===== config.mk =====
export PLATFORM = sky130hd
export DESIGN_NAME = mult_div_engine_flat
export DESIGN_NICKNAME = d
export VERILOG_FILES = /design/src/rtl/mult_div_pkg.sv /design/src/rtl/mult_div_engine_if.sv /design/src/rtl/mult_div_addsub.sv /design/src/rtl/mult_div_engine.sv /design/src/flat_wrapper.sv
export SDC_FILE = /design/constraint.sdc
export NUM_CORES = 1
export LEC_CHECK = 0
export BUFFER_PORTS_ARGS = -buffer_cell sky130_fd_sc_hd__buf_2
export CELL_PAD_IN_SITES_DETAIL_PLACEMENT = 0
export CELL_PAD_IN_SITES_GLOBAL_PLACEMENT = 2
export CORE_MARGIN = 5
export CORE_UTILIZATION = 38
export CTS_CLUSTER_DIAMETER = 80
export DETAILED_ROUTE_END_ITERATION = 6
export HOLD_SLACK_MARGIN = 0.15
export PLACE_DENSITY_LB_ADDON = 0.12
export REMOVE_ABC_BUFFERS = 1
export SYNTH_ARGS = -nofsm -noshare
export SYNTH_HDL_FRONTEND = slang
export SYNTH_SLANG_ARGS = --single-unit

===== constraint.sdc =====
create_clock -name clock -period 6.89 [get_ports clock]
set_clock_uncertainty 0.2 [all_clocks]
set_input_delay 1.0335 -clock clock [delete_from_list [all_inputs] [get_ports clock]]
set_output_delay 1.0335 -clock clock [all_outputs]
set_load 0.02 [all_outputs]

===== src/rtl/mult_div_pkg.sv =====
// Shared definitions for the iterative signed multiply/divide engine:
// FSM encoding, iteration count and the two special operand constants.
package mult_div_pkg;

    localparam int DATA_W = 32;
    localparam int ITER   = 32;

    localparam logic [DATA_W-1:0] INT_MIN = 32'h8000_0000;
    localparam logic [DATA_W-1:0] NEG_ONE = 32'hFFFF_FFFF;

    typedef enum logic [1:0] {
        ST_IDLE = 2'd0,
        ST_MUL  = 2'd1,
        ST_DIV  = 2'd2,
        ST_DONE = 2'd3
    } state_t;

    // Unsigned magnitude; 0x80000000 maps to 2^31, which still fits 32 bits.
    function automatic logic [DATA_W-1:0] magnitude(input logic signed [DATA_W-1:0] v);
        return v[DATA_W-1] ? $unsigned(-v) : $unsigned(v);
    endfunction

endpackage


===== src/rtl/mult_div_engine_if.sv =====
// Operand/control/result bundle between a requester and mult_div_engine.
interface mult_div_engine_if;
    import mult_div_pkg::*;

    logic signed [DATA_W-1:0] data_operandA;
    logic signed [DATA_W-1:0] data_operandB;
    logic                     ctrl_MULT;
    logic                     ctrl_DIV;
    logic signed [DATA_W-1:0] data_result;
    logic                     data_exception;
    logic                     data_resultRDY;
    logic                     busy;

    modport master (
        output data_operandA, data_operandB, ctrl_MULT, ctrl_DIV,
        input  data_result, data_exception, data_resultRDY, busy
    );

    modport slave (
        input  data_operandA, data_operandB, ctrl_MULT, ctrl_DIV,
        output data_result, data_exception, data_resultRDY, busy
    );

endinterface


===== src/rtl/mult_div_addsub.sv =====
// Shared W-bit adder/subtractor: o_sum = i_a + i_b, or i_a - i_b when i_sub.
module mult_div_addsub #(
    parameter int W = 33
) (
    input  logic [W-1:0] i_a,
    input  logic [W-1:0] i_b,
    input  logic         i_sub,
    output logic [W-1:0] o_sum
);

    assign o_sum = i_a + (i_b ^ {W{i_sub}}) + {{(W-1){1'b0}}, i_sub};

endmodule


===== src/rtl/mult_div_engine.sv =====
// Iterative signed 32-bit multiplier (shift-add) and divider (restoring),
// one bit per cycle on operand magnitudes, sign applied at the end.
module mult_div_engine #(
    parameter int ITER = mult_div_pkg::ITER
) (
    input  logic               clock,
    input  logic               reset,
    mult_div_engine_if.slave   bus
);
    import mult_div_pkg::*;

    localparam int              CNT_W = $clog2(ITER + 1);
    localparam logic [CNT_W-1:0] LAST  = CNT_W'(ITER);

    state_t             r_state;
    state_t             w_next;
    logic [CNT_W-1:0]   r_cnt;

    logic [DATA_W-1:0]  r_opb;
    logic [DATA_W-1:0]  r_hi;
    logic [DATA_W-1:0]  r_lo;
    logic               r_neg;
    logic               r_bzero;
    logic               r_ovf;

    logic signed [DATA_W-1:0] r_result;
    logic                     r_exc;

    logic               w_busy_st;
    logic               w_start;
    logic               w_last;
    logic               w_iter;
    logic               w_fin;
    logic               w_sub;
    logic [DATA_W:0]    w_a;
    logic [DATA_W:0]    w_b;
    logic [DATA_W:0]    w_sum;
    logic [DATA_W:0]    w_mul_step;

    logic signed [2*DATA_W-1:0] w_prod;
    logic signed [DATA_W-1:0]   w_quot;

    function automatic logic signed [2*DATA_W-1:0] apply_sign64(input logic [2*DATA_W-1:0] mag,
                                                                input logic neg);
        return neg ? -$signed(mag) : $signed(mag);
    endfunction

    function automatic logic signed [DATA_W-1:0] apply_sign32(input logic [DATA_W-1:0] mag,
                                                              input logic neg);
        return neg ? -$signed(mag) : $signed(mag);
    endfunction

    // A 64-bit value fits int32 when bits 63..31 are all equal.
    function automatic logic fits_int32(input logic signed [2*DATA_W-1:0] v);
        return (&v[2*DATA_W-1:DATA_W-1]) | ~(|v[2*DATA_W-1:DATA_W-1]);
    endfunction

    assign w_busy_st = (r_state == ST_MUL) || (r_state == ST_DIV);
    assign w_start   = ((r_state == ST_IDLE) || (r_state == ST_DONE)) &&
                       (bus.ctrl_MULT || bus.ctrl_DIV);
    assign w_last    = (r_cnt == LAST);
    assign w_iter    = w_busy_st && !w_last;
    assign w_fin     = w_busy_st && w_last;

    always_ff @(posedge clock or negedge reset) begin
        if (!reset) r_state <= ST_IDLE;
        else        r_state <= w_next;
    end

    always_comb begin
        w_next = r_state;
        case (r_state)
            ST_IDLE, ST_DONE: begin
                if (bus.ctrl_MULT)     w_next = ST_MUL;
                else if (bus.ctrl_DIV) w_next = ST_DIV;
                else                   w_next = ST_IDLE;
            end
            ST_MUL, ST_DIV: begin
                if (w_last) w_next = ST_DONE;
            end
            default: w_next = ST_IDLE;
        endcase
    end

    always_comb begin
        bus.data_resultRDY = (r_state == ST_DONE);
        bus.busy           = w_busy_st;
    end

    // Counts ITER iteration edges, then one extra edge for sign/finalise.
    always_ff @(posedge clock or negedge reset) begin
        if (!reset)      r_cnt <= '0;
        else if (w_start) r_cnt <= '0;
        else if (w_iter)  r_cnt <= r_cnt + 1'b1;
        else              r_cnt <= '0;
    end

    // MUL adds the multiplicand into the high half; DIV trial-subtracts the
    // divisor from {remainder, next dividend bit}.
    always_comb begin
        w_sub = (r_state == ST_DIV);
        w_b   = {1'b0, r_opb};
        w_a   = w_sub ? {r_hi, r_lo[DATA_W-1]} : {1'b0, r_hi};
        w_mul_step = r_lo[0] ? w_sum : {1'b0, r_hi};
    end

    mult_div_addsub #(.W(DATA_W + 1)) u_addsub (
        .i_a   (w_a),
        .i_b   (w_b),
        .i_sub (w_sub),
        .o_sum (w_sum)
    );

    always_ff @(posedge clock) begin
        if (w_start) begin
            r_neg   <= bus.data_operandA[DATA_W-1] ^ bus.data_operandB[DATA_W-1];
            r_hi    <= '0;
            r_bzero <= (bus.data_operandB == '0);
            r_ovf   <= ($unsigned(bus.data_operandA) == INT_MIN) &&
                       ($unsigned(bus.data_operandB) == NEG_ONE);
            if (bus.ctrl_MULT) begin
                r_opb <= magnitude(bus.data_operandA);
                r_lo  <= magnitude(bus.data_operandB);
            end else begin
                r_opb <= magnitude(bus.data_operandB);
                r_lo  <= magnitude(bus.data_operandA);
            end
        end else if (w_iter) begin
            if (r_state == ST_MUL) begin
                r_hi <= w_mul_step[DATA_W:1];
                r_lo <= {w_mul_step[0], r_lo[DATA_W-1:1]};
            end else if (w_sum[DATA_W]) begin
                r_hi <= w_a[DATA_W-1:0];
                r_lo <= {r_lo[DATA_W-2:0], 1'b0};
            end else begin
                r_hi <= w_sum[DATA_W-1:0];
                r_lo <= {r_lo[DATA_W-2:0], 1'b1};
            end
        end
    end

    assign w_prod = apply_sign64({r_hi, r_lo}, r_neg);
    assign w_quot = apply_sign32(r_lo, r_neg);

    always_ff @(posedge clock or negedge reset) begin
        if (!reset) begin
            r_result <= '0;
            r_exc    <= 1'b0;
        end else if (w_fin) begin
            if (r_state == ST_MUL) begin
                r_result <= w_prod[DATA_W-1:0];
                r_exc    <= ~fits_int32(w_prod);
            end else if (r_bzero) begin
                r_result <= '0;
                r_exc    <= 1'b1;
            end else if (r_ovf) begin
                r_result <= INT_MIN;
                r_exc    <= 1'b1;
            end else begin
                r_result <= w_quot;
                r_exc    <= 1'b0;
            end
        end
    end

    assign bus.data_result    = r_result;
    assign bus.data_exception = r_exc;

endmodule


===== src/flat_wrapper.sv =====
// flat-port wrapper written by rule: the top's interface ports become plain ports
module mult_div_engine_flat import mult_div_pkg::*;
#(
    parameter int ITER = mult_div_pkg::ITER
)
  (clock, reset, bus_data_operandA, bus_data_operandB, bus_ctrl_MULT, bus_ctrl_DIV, bus_data_result, bus_data_exception, bus_data_resultRDY, bus_busy);
  mult_div_engine_if bus_i ();
  input  logic clock;
  input  logic reset;
  input wire logic [$bits(bus_i.data_operandA)-1:0] bus_data_operandA;
  input wire logic [$bits(bus_i.data_operandB)-1:0] bus_data_operandB;
  input wire logic [$bits(bus_i.ctrl_MULT)-1:0] bus_ctrl_MULT;
  input wire logic [$bits(bus_i.ctrl_DIV)-1:0] bus_ctrl_DIV;
  output wire logic [$bits(bus_i.data_result)-1:0] bus_data_result;
  output wire logic [$bits(bus_i.data_exception)-1:0] bus_data_exception;
  output wire logic [$bits(bus_i.data_resultRDY)-1:0] bus_data_resultRDY;
  output wire logic [$bits(bus_i.busy)-1:0] bus_busy;
  assign bus_i.data_operandA = bus_data_operandA;
  assign bus_i.data_operandB = bus_data_operandB;
  assign bus_i.ctrl_MULT = bus_ctrl_MULT;
  assign bus_i.ctrl_DIV = bus_ctrl_DIV;
  assign bus_data_result = bus_i.data_result;
  assign bus_data_exception = bus_i.data_exception;
  assign bus_data_resultRDY = bus_i.data_resultRDY;
  assign bus_busy = bus_i.busy;
  mult_div_engine #(.ITER(ITER)) u_core (.clock(clock), .reset(reset), .bus(bus_i));
endmodule

==> results of run 1 <==
through the flow:
| stage | worst slack (ns) | instances | area, µm² | hold slack, ns | total power, mW |
|---|---|---|---|---|---|
| floorplan | 0.763 | 1367 | 12000 | 0.255 | 5.69 |
| global placement | 1.52 | 1930 | 13300 | 0.259 | 7.28 |
| detailed placement | 1.44 | 1930 | 13300 | 0.263 | 7.28 |
| CTS | 1.41 | 1962 | 13900 | 0.276 | 8.34 |
| global route | 0.921 | 1962 | 13900 | 0.290 | 9.07 |
| finish | 1.35 | 1962 | 13900 | 0.269 | 8.32 |
area by class of cell:
class	count	area, µm²	area share
Tap cell	442	553	0.0398
Clock buffer	23	509	0.0366
Timing Repair Buffer	121	656	0.0472
Inverter	38	143	0.0103
Multi-Input combinational cell	1189	8230	0.592
Clock inverter	9	131	0.00945
Sequential cell	140	3680	0.265
path summary, 6_finish.rpt:
path | endpoint | slack, ns
max | u_core.r_hi[2]$_SDFFE_PP0P_ | 1.35
min | u_core.bus.data_result[31]$_DFFE_PN0P_ | 0.27
max reg2reg | u_core.r_hi[2]$_SDFFE_PP0P_ | 1.35
min reg2reg | u_core.bus.data_result[31]$_DFFE_PN0P_ | 0.27
max in group asynchronous | u_core.r_cnt[1]$_DFF_PN0_ | 5.25
min in group asynchronous | u_core.bus.data_result[24]$_DFFE_PN0P_ | 0.58
synthesized netlist by cell type, types with 4 or more instances:
master | n | area, µm²
a31oi_1 | 8 | 50.1
o31ai_1 | 37 | 278
dfrtp_1 | 41 | 1030
nand3_1 | 30 | 150
mux2i_1 | 114 | 1140
and3_1 | 10 | 62.6
nand2_1 | 148 | 556
inv_1 | 37 | 139
o2bb2ai_1 | 4 | 35.0
nor4_1 | 21 | 131
a21oi_1 | 72 | 360
nor3b_1 | 4 | 30.0
dfxtp_1 | 32 | 641
nor2b_1 | 14 | 87.6
mux2_2 | 26 | 293
a21o_1 | 10 | 75.1
or2_2 | 9 | 56.3
ha_1 | 41 | 513
o21ai_0 | 149 | 746
nor3_1 | 21 | 105
a32o_1 | 4 | 40.0
nor2_1 | 79 | 297
o41ai_1 | 28 | 245
xor2_1 | 141 | 1230
o211ai_1 | 10 | 75.1
or4_1 | 21 | 158
edfxtp_1 | 67 | 2010
xnor2_1 | 39 | 342
and2_1 | 4 | 25.0
clkbuf_1 | 71 | 267
buf_1 | 20 | 75.1
a211oi_1 | 14 | 105
o21a_1 | 6 | 45.0
o22ai_1 | 5 | 31.3
nand4_1 | 20 | 125
or3_1 | 24 | 150
nand2b_1 | 13 | 81.3
layer usage:
metal | GRT usage | up-vias | wire length (µm)
met1 | 0.325 | 5481 | 20000
met3 | 0.0361 | 54 | 1700
li1 | - | 5497 | -
met2 | 0.367 | 286 | 19400
met5 | 0 | - | 18
met4 | 0.0715 | 4 | 1150
where the power goes:
part	total, mW	switching [mW]	internal, mW
logic	5.47	3.27	2.20
clock network	1.02	0.391	0.631
registers	1.83	0.494	1.33
total	8.32	4.15	4.16
registers in the layout, indices dropped and copies added, names as in the netlist:
register,flops
u_core.bus.data_result,32
u_core.r_hi,32
u_core.r_lo,32
u_core.r_opb,32
u_core.r_cnt,6
u_core.r_state,2
u_core.bus.data_exception,1
u_core.r_bzero,1
u_core.r_neg,1
u_core.r_ovf,1
cells by family (layout without fill, tap and decap cells):
family | after synthesis | after routing | share of synthesized area
AO/OA/AOI/OAI | 397 | 397 | 0.205
XOR/XNOR | 180 | 180 | 0.127
adder cells (fa/ha/maj) | 42 | 42 | 0.0430
buffers and inverters | 131 | 191 | 0.0409
flip-flops | 140 | 140 | 0.297
multiplexers | 140 | 140 | 0.116
AND/OR/NAND/NOR | 430 | 430 | 0.171
worst reg2reg max path, delay by kind of cell (launching register included):
kind                     cells  cell delay (ns)
buffers and inverters        2             0.50
AND/OR/NAND/NOR              3             1.16
multiplexers                 3             1.14
flip-flops                   1             0.41
AO/OA/AOI/OAI                4             1.22
adder cells (fa/ha/maj)      2             0.78
==> key figures, run 1 <==
Outcome
  – Status: completed

Clock tree
  – H-tree depth: 4
  – Sink Count: 140
  – Post-CTS Resized: 0
  – Clk_lat worst skew: 0.44 ns
  – CTS hold repair buffers: 0
  – Clk root buf: clkbuf_16
  – CTS clk-pin slew, worst paths: 0.07 ns
  – Clock Path Buffers: 2
  – Cts bufs inserted: 17
  – Setup Fix Bufs, Post-CTS: 0
  – CTS tree: done

Layout
  – Share of layout cells above drive strength 1: 0.134
  – Commonest non-fill, non-tap cell in the layout: o21ai_0
  – Finished Core Util: 0.429
  – Area delta synth->final: 12.2%
  – Most frequent cells in the layout: 149 x o21ai_0, 148 x nand2_1, 141 x xor2_1
  – Nets: 1617
  – Fill cell count: 3373
  – N_diodes: 0

Logic synthesis
  – Post-synth EDFFs: 67
  – Synth Warn #: 0
  – Yosys reg bits: 140
  – Avg Inst Size Synth: 8.48 µm²
  – FFs w/ async S/R, synth: 0.293
  – Main flop type after synthesis: edfxtp_1
  – Mapped Area: 12400 µm²
  – Seq/Total Area, Yosys: 0.297
  – Synthesized instance count: 1460
  – Count of different cell masters after synthesis: 73

Power and ir drop
  – VDD IR max: 0.541 mV
  – Total leakage power: 5.74 nW
  – PD cells: 598 nW/µm²

Run
  – Max cap viols: 0

Floorplanning
  – Placeable Area: 32400 µm²
  – Width of the die: 191 µm
  – DIE HEIGHT: 191 µm
  – I/O Pins: 103
  – Row count: 66
  – Initial Util: 0.383
  – Die area: 36300 µm²

Worst setup path
  – Worst Setup Path Type: flop to flop
  – Critical Path Stages: 14
  – Family with the most delay on the worst path: compound AO/OA/AOI/OAI gates
  – Critical Path End Type: flop
  – Buf+Inv Stages, Crit Path: 2
  – CP startpoint kind: flop
  – Worst-path fanout max: 28
  – WP data arrival: 5.65 ns
  – Critical Path RT: 7.00 ns
  – Worst Setup SP: u_core.r_state[0]$_DFFE_PN0N_
  – Crit-path slowest cell: or2_2
  – Sequence of cells on the critical path: inv_1 > ha_4 > buf_4 > mux2_2 > ha_1 > and4_1 > and3_1 > a311oi_1 > a21oi_1 > mux2i_1 > or2_2 > mux2_2 > o21ai_0 > o21ai_0
  – Critical R2R Launch: u_core.r_state[0]$_DFFE_PN0N_
  – Max incr delay on CP: 0.68 ns
  – Reg2Reg Depth: 14

Timing
  – Fin crit period: 5.54 ns
  – RSZ-0062 raised after global routing: false
  – Slew HR: 0.273
  – Finish-stage setup viols: 0
  – Slew @ Worst Pin: 1.09 ns
  – Fin crit share: 0.804
  – Total negative slack: 0 ns
  – Fmax: 181 MHz
  – Final Hold Vio Count: 0
  – Final slew viol count: 0

Drt
  – Vias per cell: 5.77
  – Antenna Nets Post-Route: 0
  – Post-route DRC: 0
  – Initial DRC count: 855
  – Post-Route WL: 42300 µm
  – DR vias: 11300
  – First-pass detailed-route iteration total: 5
  – DR WL/cell: 21.5 µm

Global route
  – Total gr overflow: 0
  – Initial antenna violation count: 2
  – Vias in the first global route: 11000
  – Largest net degree at the start of global routing: 72
  – Gr usage total: 0.231
  – Wire length of the first global-routing pass: 65100 µm

Place
  – Post-DP HPWL: 31800 µm
  – Buffers on Ports: 102
  – GP Congestion: 0.852

Min path
  – Hold path start: u_core.bus.data_result[31]$_DFFE_PN0P_
  – Hold Path Class: flop to flop
  – Worst Hold Depth: 1
Note: power is estimated with default switching activity, not from simulation.
==> run 2: changes to the inputs <==
clock period = 5.4 ns   (was 6.89 ns; I/O delays follow)
==> run 2 against run 1 <==
Compared with the run above:
- worst setup slack lost 0.89 ns
- routed wire length up 0.58%
- sequential share of layout area shrank 0.090 points
- via count up 0.98%
- final cell count up 0.31%
- sequential power up 28%
- critical path depth rose by 2
- combinational power grew 29%
- die area is the same
- clock-buffer cell count rose by 1
- largest cell class unchanged
==> key figures, run 2 (same netlist as run 1, synthesis figures left out) <==
Outcome
  – Status: completed

Place
  – Post-DP HPWL: 31700 µm (-0.19%)
  – GP Congestion: 0.893 (+4.8%)
  – Post-place instance area: 13300 µm² (+0.32%)
  – Worst slack at placement: 0.303 ns (-1.13 ns)
  – Buffers on Ports: 102 (unchanged)

Timing
  – Fin crit share: 0.914 (+0.110)
  – Finish-stage setup viols: 0 (unchanged)
  – RSZ-0062 raised after global routing: false
  – Final Hold Vio Count: 0 (unchanged)
  – Final slew viol count: 0 (unchanged)
  – Worst Slack Setup Final: 0.462 ns (-0.888 ns)
  – Slew HR: 0.254 (-0.0194)
  – Fin crit period: 4.94 ns (-0.602 ns)
  – Slew @ Worst Pin: 1.12 ns (+0.0291 ns)
  – Worst hold margin: 0.270 ns (+0.00130 ns)
  – Fmax: 203 MHz (+12%)

Power and ir drop
  – VDD IR max: 0.692 mV (+28%)
  – Sw Share: 0.500 (+0.000910)
  – PD cells: 768 nW/µm² (+28%)
  – Combinational power share: 0.657 (about the same)
  – Clock Power Share: 0.123 (about the same)
  – Internal power: 5.35 mW (+29%)
  – Flop pwr share: 0.220 (about the same)
  – Total leakage power: 5.79 nW (+0.75%)
  – Switching power: 5.36 mW (+29%)

Drt
  – First-pass detailed-route iteration total: 5 (unchanged)
  – DR WL/cell: 21.6 µm (+0.27%)
  – DR vias: 11400 (+0.98%)
  – Vias per cell: 5.81 (+0.67%)
  – Antenna Nets Post-Route: 0 (unchanged)
  – Initial DRC count: 887 (+3.7%)
  – Post-route DRC: 0 (unchanged)
  – Post-Route WL: 42500 µm (+0.58%)

Run
  – Max cap viols: 0 (unchanged)

Worst setup path
  – Reg2Reg Depth: 16 (+2)
  – Worst R2R End: u_core.r_hi[2]$_SDFFE_PP0P_
  – Worst Setup Path Type: flop to flop
  – Worst Setup SP: u_core.r_state[0]$_DFFE_PN0N_
  – Critical Path RT: 5.49 ns (-1.51 ns)
  – CP startpoint kind: flop
  – Worst-path fanout max: 30 (+7.1%)
  – Critical Path End Type: flop
  – R2r setup slk: 0.46 ns (-0.89 ns)
  – WP data arrival: 5.03 ns (-0.62 ns)
  – Critical R2R Launch: u_core.r_state[0]$_DFFE_PN0N_

Floorplanning
  – Initial Util: 0.383 (unchanged)
  – I/O Pins: 103 (unchanged)
  – Width of the die: 191 µm (unchanged)
  – Placeable Area: 32400 µm² (unchanged)
  – DIE HEIGHT: 191 µm (unchanged)
  – Die area: 36300 µm² (unchanged)
  – Row count: 66 (unchanged)

Min path
  – Worst Hold Depth: 1 (unchanged)
  – Hold Crit Endpoint: u_core.bus.data_result[31]$_DFFE_PN0P_
  – Hold path start: u_core.bus.data_result[31]$_DFFE_PN0P_
  – Hold Path Class: flop to flop

Layout
  – Commonest non-fill, non-tap cell in the layout: o21ai_0
  – Share of layout cells above drive strength 1: 0.137 (+0.00275)
  – Area delta synth->final: 12.6%
  – N_diodes: 0 (unchanged)
  – Nets: 1623 (+0.37%)
  – Most frequent cells in the layout: 149 x o21ai_0, 148 x nand2_1, 141 x xor2_1
  – Design area: 13900 µm² (+0.34%)

Global route
  – Vias in the first global route: 11000 (+0.83%)
  – Total gr overflow: 0 (unchanged)
  – Initial antenna violation count: 2 (unchanged)
  – Largest net degree at the start of global routing: 66 (-8.3%)
  – Wire length of the first global-routing pass: 65200 µm (+0.18%)
  – Gr usage total: 0.230 (-0.00148)

Clock tree
  – Sink Count: 140 (unchanged)
  – CTS clk-pin slew, worst paths: 0.07 ns (about the same)
  – Clock Path Buffers: 2 (unchanged)
  – Clk root buf: clkbuf_16
  – CTS tree: done
  – H-tree depth: 4 (unchanged)
  – Clk_lat worst skew: 0.44 ns (about the same)
  – Cts bufs inserted: 17 (unchanged)
==> run 2: metrics by stage <==
step	total power [mW]	utilization	cells	setup TNS (ns)
after CTS	10.7	0.431	1968	0
after global routing	11.6	0.431	1968	0
after global placement	9.36	0.411	1936	0
after floorplan	7.26	-	1367	-33.23
after detailed placement	9.36	0.411	1936	0
final	10.7	0.431	1968	0
==> run 2: power by group through the flow <==
stage,Clock (mW),Combinational (mW),Sequential (mW)
3_5_place_dp,0,7.00,2.37
2_1_floorplan,0,5.14,2.13
6_report,1.32,7.04,2.35
4_1_cts,1.34,7.04,2.35
5_1_grt,1.38,7.81,2.40
3_3_place_gp,0,6.99,2.37
==> run 2: area by class of cell <==
cell class                      instances  area [µm²]
Tap cell                              442         553
Clock inverter                          8        96.3
Clock buffer                           24         547
Multi-Input combinational cell       1189        8230
Fill cell                            3335       18400
Inverter                               38         143
Sequential cell                       140        3680
Timing Repair Buffer                  127         701
==> run 2: timing repair <==
| action | 4_1_cts | 5_1_grt |
|---|---|---|
| resized for setup | 0 | 1 |
| setup endpoints to repair | 0 | 10 |
| buffers inserted | 0 | 0 |
| hold buffers | 0 | 0 |
==> run 2: metal layers <==
| metal | track usage | vias up | routed length (µm) |
|---|---|---|---|
| met1 | 0.320 | 5604 | 19800 |
| met2 | 0.381 | 276 | 19900 |
| li1 | - | 5511 | - |
| met4 | 0.0503 | 4 | 699 |
| met3 | 0.0322 | 38 | 2070 |
| met5 | 0 | - | 27 |
==> run 2: worst max-delay path, cell delays in order, from the launching register on <==
cell      delay, ns
dfrtp_1        0.42
inv_1          0.13
ha_4           0.45
buf_4          0.33
xor2_1         0.10
ha_1           0.38
and3_1         0.27
o211ai_1       0.11
a21oi_1        0.27
a311oi_1       0.15
buf_4          0.18
a21oi_1        0.45
mux2i_1        0.33
or2_4          0.39
mux2_2         0.37
o21ai_0        0.13
o21ai_0        0.09
==> run 2: how the worst max path moves through the flow <==
stage,endpoint,slack (ns),cells after the start
global placement,u_core.r_hi[28]$_SDFFE_PP0P_,0.46,16
floorplan,u_core.r_hi[28]$_SDFFE_PP0P_,-0.72,14
global route,u_core.r_hi[2]$_SDFFE_PP0P_,0.05,16
finish,u_core.r_hi[2]$_SDFFE_PP0P_,0.46,16
detailed placement,u_core.r_hi[2]$_SDFFE_PP0P_,0.30,16
CTS,u_core.r_hi[2]$_SDFFE_PP0P_,0.30,16
==> run 3: changes to the inputs <==
PLACE_DENSITY_LB_ADDON = 0.1   (was 0.12)
REMOVE_ABC_BUFFERS = unset   (was 1)
==> run 3 against run 2 <==
Compared with the run above:
- routed wire length down 1.6%
- first-iteration DRC count down 15%
- register-to-register slack worse by 0.06 ns
- power about the same
- largest cell class unchanged
- highest routed layer is now met4
==> key figures, run 3 (same netlist as run 1, synthesis figures left out) <==
Clock tree
  – Cts bufs inserted: 17 (unchanged)
  – CTS hold repair buffers: 0 (unchanged)
  – Post-CTS Resized: 0 (unchanged)
  – CTS tree: done
  – Clk root buf: clkbuf_16
  – Clock Path Buffers: 2 (unchanged)
  – CTS clk-pin slew, worst paths: 0.08 ns (about the same)
  – H-tree depth: 4 (unchanged)
  – Clk_lat worst skew: 0.45 ns (about the same)
  – Sink Count: 140 (unchanged)
  – Setup Fix Bufs, Post-CTS: 0 (unchanged)

Layout
  – Finished Core Util: 0.431 (about the same)
  – Commonest non-fill, non-tap cell in the layout: o21ai_0
  – Most frequent cells in the layout: 149 x o21ai_0, 148 x nand2_1, 141 x xor2_1
  – Share of layout cells above drive strength 1: 0.139 (+0.00187)
  – Nets: 1624 (+0.062%)
  – Fill cell count: 3352 (+0.51%)
  – Final Non-Filler Cells: 1969 (+0.051%)
  – Area delta synth->final: 12.7% (about the same)
  – N_diodes: 0 (unchanged)

Global route
  – Largest net degree at the start of global routing: 71 (+7.6%)
  – Initial antenna violation count: 0 (-2)
  – Wire length of the first global-routing pass: 64500 µm (-1.1%)
  – Total gr overflow: 0 (unchanged)
  – Vias in the first global route: 10800 (-1.9%)
  – Gr usage total: 0.228 (-0.00136)

Power and ir drop
  – Sw Share: 0.507 (+0.00672)
  – Flop pwr share: 0.216 (-0.004)
  – VDD IR max: 0.306 mV (-56%)
  – Switching power: 5.43 mW (+1.4%)
  – Combinational power share: 0.663 (+0.006)
  – PD cells: 768 nW/µm² (about the same)
  – Internal power: 5.28 mW (-1.3%)
  – Clock Power Share: 0.120 (-0.003)
  – Total leakage power: 5.77 nW (-0.26%)

Floorplanning
  – I/O Pins: 103 (unchanged)
  – Die area: 36300 µm² (unchanged)
  – Width of the die: 191 µm (unchanged)
  – DIE HEIGHT: 191 µm (unchanged)
  – Row count: 66 (unchanged)
  – Placeable Area: 32400 µm² (unchanged)
  – Initial Util: 0.383 (unchanged)

Drt
  – DR vias: 11100 (-2.7%)
  – DR WL/cell: 21.2 µm (-1.7%)
  – Antenna Nets Post-Route: 0 (unchanged)
  – First-pass detailed-route iteration total: 5 (unchanged)
  – Post-Route WL: 41800 µm (-1.6%)
  – Initial DRC count: 750 (-15%)
  – Vias per cell: 5.65 (-2.7%)
  – Post-route DRC: 0 (unchanged)

Worst setup path
  – Crit-path slowest cell: or2_2
  – Critical Path End Type: flop
  – Family with the most delay on the worst path: compound AO/OA/AOI/OAI gates
  – Worst-path fanout max: 19 (-37%)
  – Max incr delay on CP: 0.54 ns (+0.09 ns)
  – Buf+Inv Stages, Crit Path: 4 (+1)
  – Critical Path RT: 5.58 ns (+0.09 ns)
  – CP startpoint kind: flop
  – Sequence of cells on the critical path: inv_1 > ha_4 > buf_12 > buf_4 > xor2_1 > ha_1 > o21a_1 > nor3_1 > o31a_1 > or3_1 > a21oi_1 > mux2i_1 > or2_2 > buf_4 > mux2i_1 > o21ai_0 > o21ai_0
  – Worst Setup Path Type: flop to flop
  – WP data arrival: 5.17 ns (+0.14 ns)

Place
  – Post-DP HPWL: 32600 µm (+2.7%)
  – Buffers on Ports: 102 (unchanged)
  – Placed instance count: 1937 (+0.052%)
  – GP Congestion: 0.885 (-0.96%)

Timing
  – Total negative slack: 0 ns (unchanged)
  – Slew HR: 0.357 (+0.103)
  – Slew @ Worst Pin: 0.964 ns (-0.155 ns)
  – Worst hold margin: 0.274 ns (+0.00414 ns)
  – Finish-stage setup viols: 0 (unchanged)
  – RSZ-0062 raised after global routing: false
  – Fin crit share: 0.925 (+0.0106)
  – Fmax: 200 MHz (-1.1%)
  – Final slew viol count: 0 (unchanged)
  – Final Hold Vio Count: 0 (unchanged)
  – Fin crit period: 4.99 ns (+0.0574 ns)

Run
  – Max cap viols: 0 (unchanged)

Min path
  – Hold Path Class: flop to flop

Outcome
  – Status: completed

Logic synthesis
  – Post-Syn Nets: 1570
-- run 3: cell types whose count changed in the layout (fill, tap and decap cells not counted), sizes merged --
cell	previous run	this run
bufinv	2	3
clkinv	5	3
buf	127	128
inv	39	44
clkinvlp	0	3
clkbuf	24	17
-- run 3: worst register-to-register path: cells and delay by family (launching register included) --
kind | cells | cell delay, ns
and+or+nand+nor | 3 | 0.95
AOI/OAI and AO/OA | 5 | 1.10
buffers and inverters | 4 | 0.95
muxes | 2 | 0.53
DFF | 1 | 0.42
adders and majority gates | 2 | 0.66
xor gates and xnor gates | 1 | 0.12
-- run 3: metal layers --
layer	vias to the layer above	track usage	part of all wire
met4	0	0.0931	0.036
li1	5512	-	-
met1	5272	0.325	0.49
met3	59	0.0287	0.036
met2	285	0.352	0.44
met5	-	0	0
-- run 3: layout make-up --
cell class / count / area, µm² / share of cell area
sequential: 140 / 3680 / 0.264
inverter: 38 / 143 / 0.0102
multi-input combinational: 1189 / 8230 / 0.590
clock inverter: 15 / 206 / 0.0148
clock buffer: 17 / 425 / 0.0305
timing repair buffer: 128 / 721 / 0.0516
tap: 442 / 553 / 0.0396
-- run 3: final timing paths --
check	start	to	slack [ns]	cells after the start
min in group asynchronous	reset	u_core.r_cnt[3]$_DFF_PN0_	0.32	1
hold / removal	u_core.bus.data_result[21]$_DFFE_PN0P_	u_core.bus.data_result[21]$_DFFE_PN0P_	0.27	2
setup / recovery	u_core.r_state[0]$_DFFE_PN0N_	u_core.r_hi[6]$_SDFFE_PP0P_	0.41	17
setup reg to reg	u_core.r_state[0]$_DFFE_PN0N_	u_core.r_hi[6]$_SDFFE_PP0P_	0.41	17
hold reg to reg	u_core.bus.data_result[21]$_DFFE_PN0P_	u_core.bus.data_result[21]$_DFFE_PN0P_	0.27	2
max in group asynchronous	reset	u_core.bus.data_result[16]$_DFFE_PN0P_	4.07	1
-- run 3: power by group through the flow --
stage / sequential (mW) / clock (mW) / combinational [mW]
2_1_floorplan: 1.99 / 0 / 5.38
3_3_place_gp: 2.33 / 0 / 7.08
3_5_place_dp: 2.33 / 0 / 7.07
4_1_cts: 2.31 / 1.31 / 7.10
5_1_grt: 2.37 / 1.35 / 7.86
6_report: 2.32 / 1.29 / 7.11
-- run 3: per-stage QoR --
| step | area [µm²] | power, mW | worst slack [ns] |
|---|---|---|---|
| after floorplan | 12400 | 7.37 | 0.0745 |
| after global placement | 13300 | 9.41 | 0.555 |
| after detailed placement | 13300 | 9.41 | 0.426 |
| after CTS | 14000 | 10.7 | 0.414 |
| after global routing | 14000 | 11.6 | 0.0622 |
| final | 14000 | 10.7 | 0.405 |
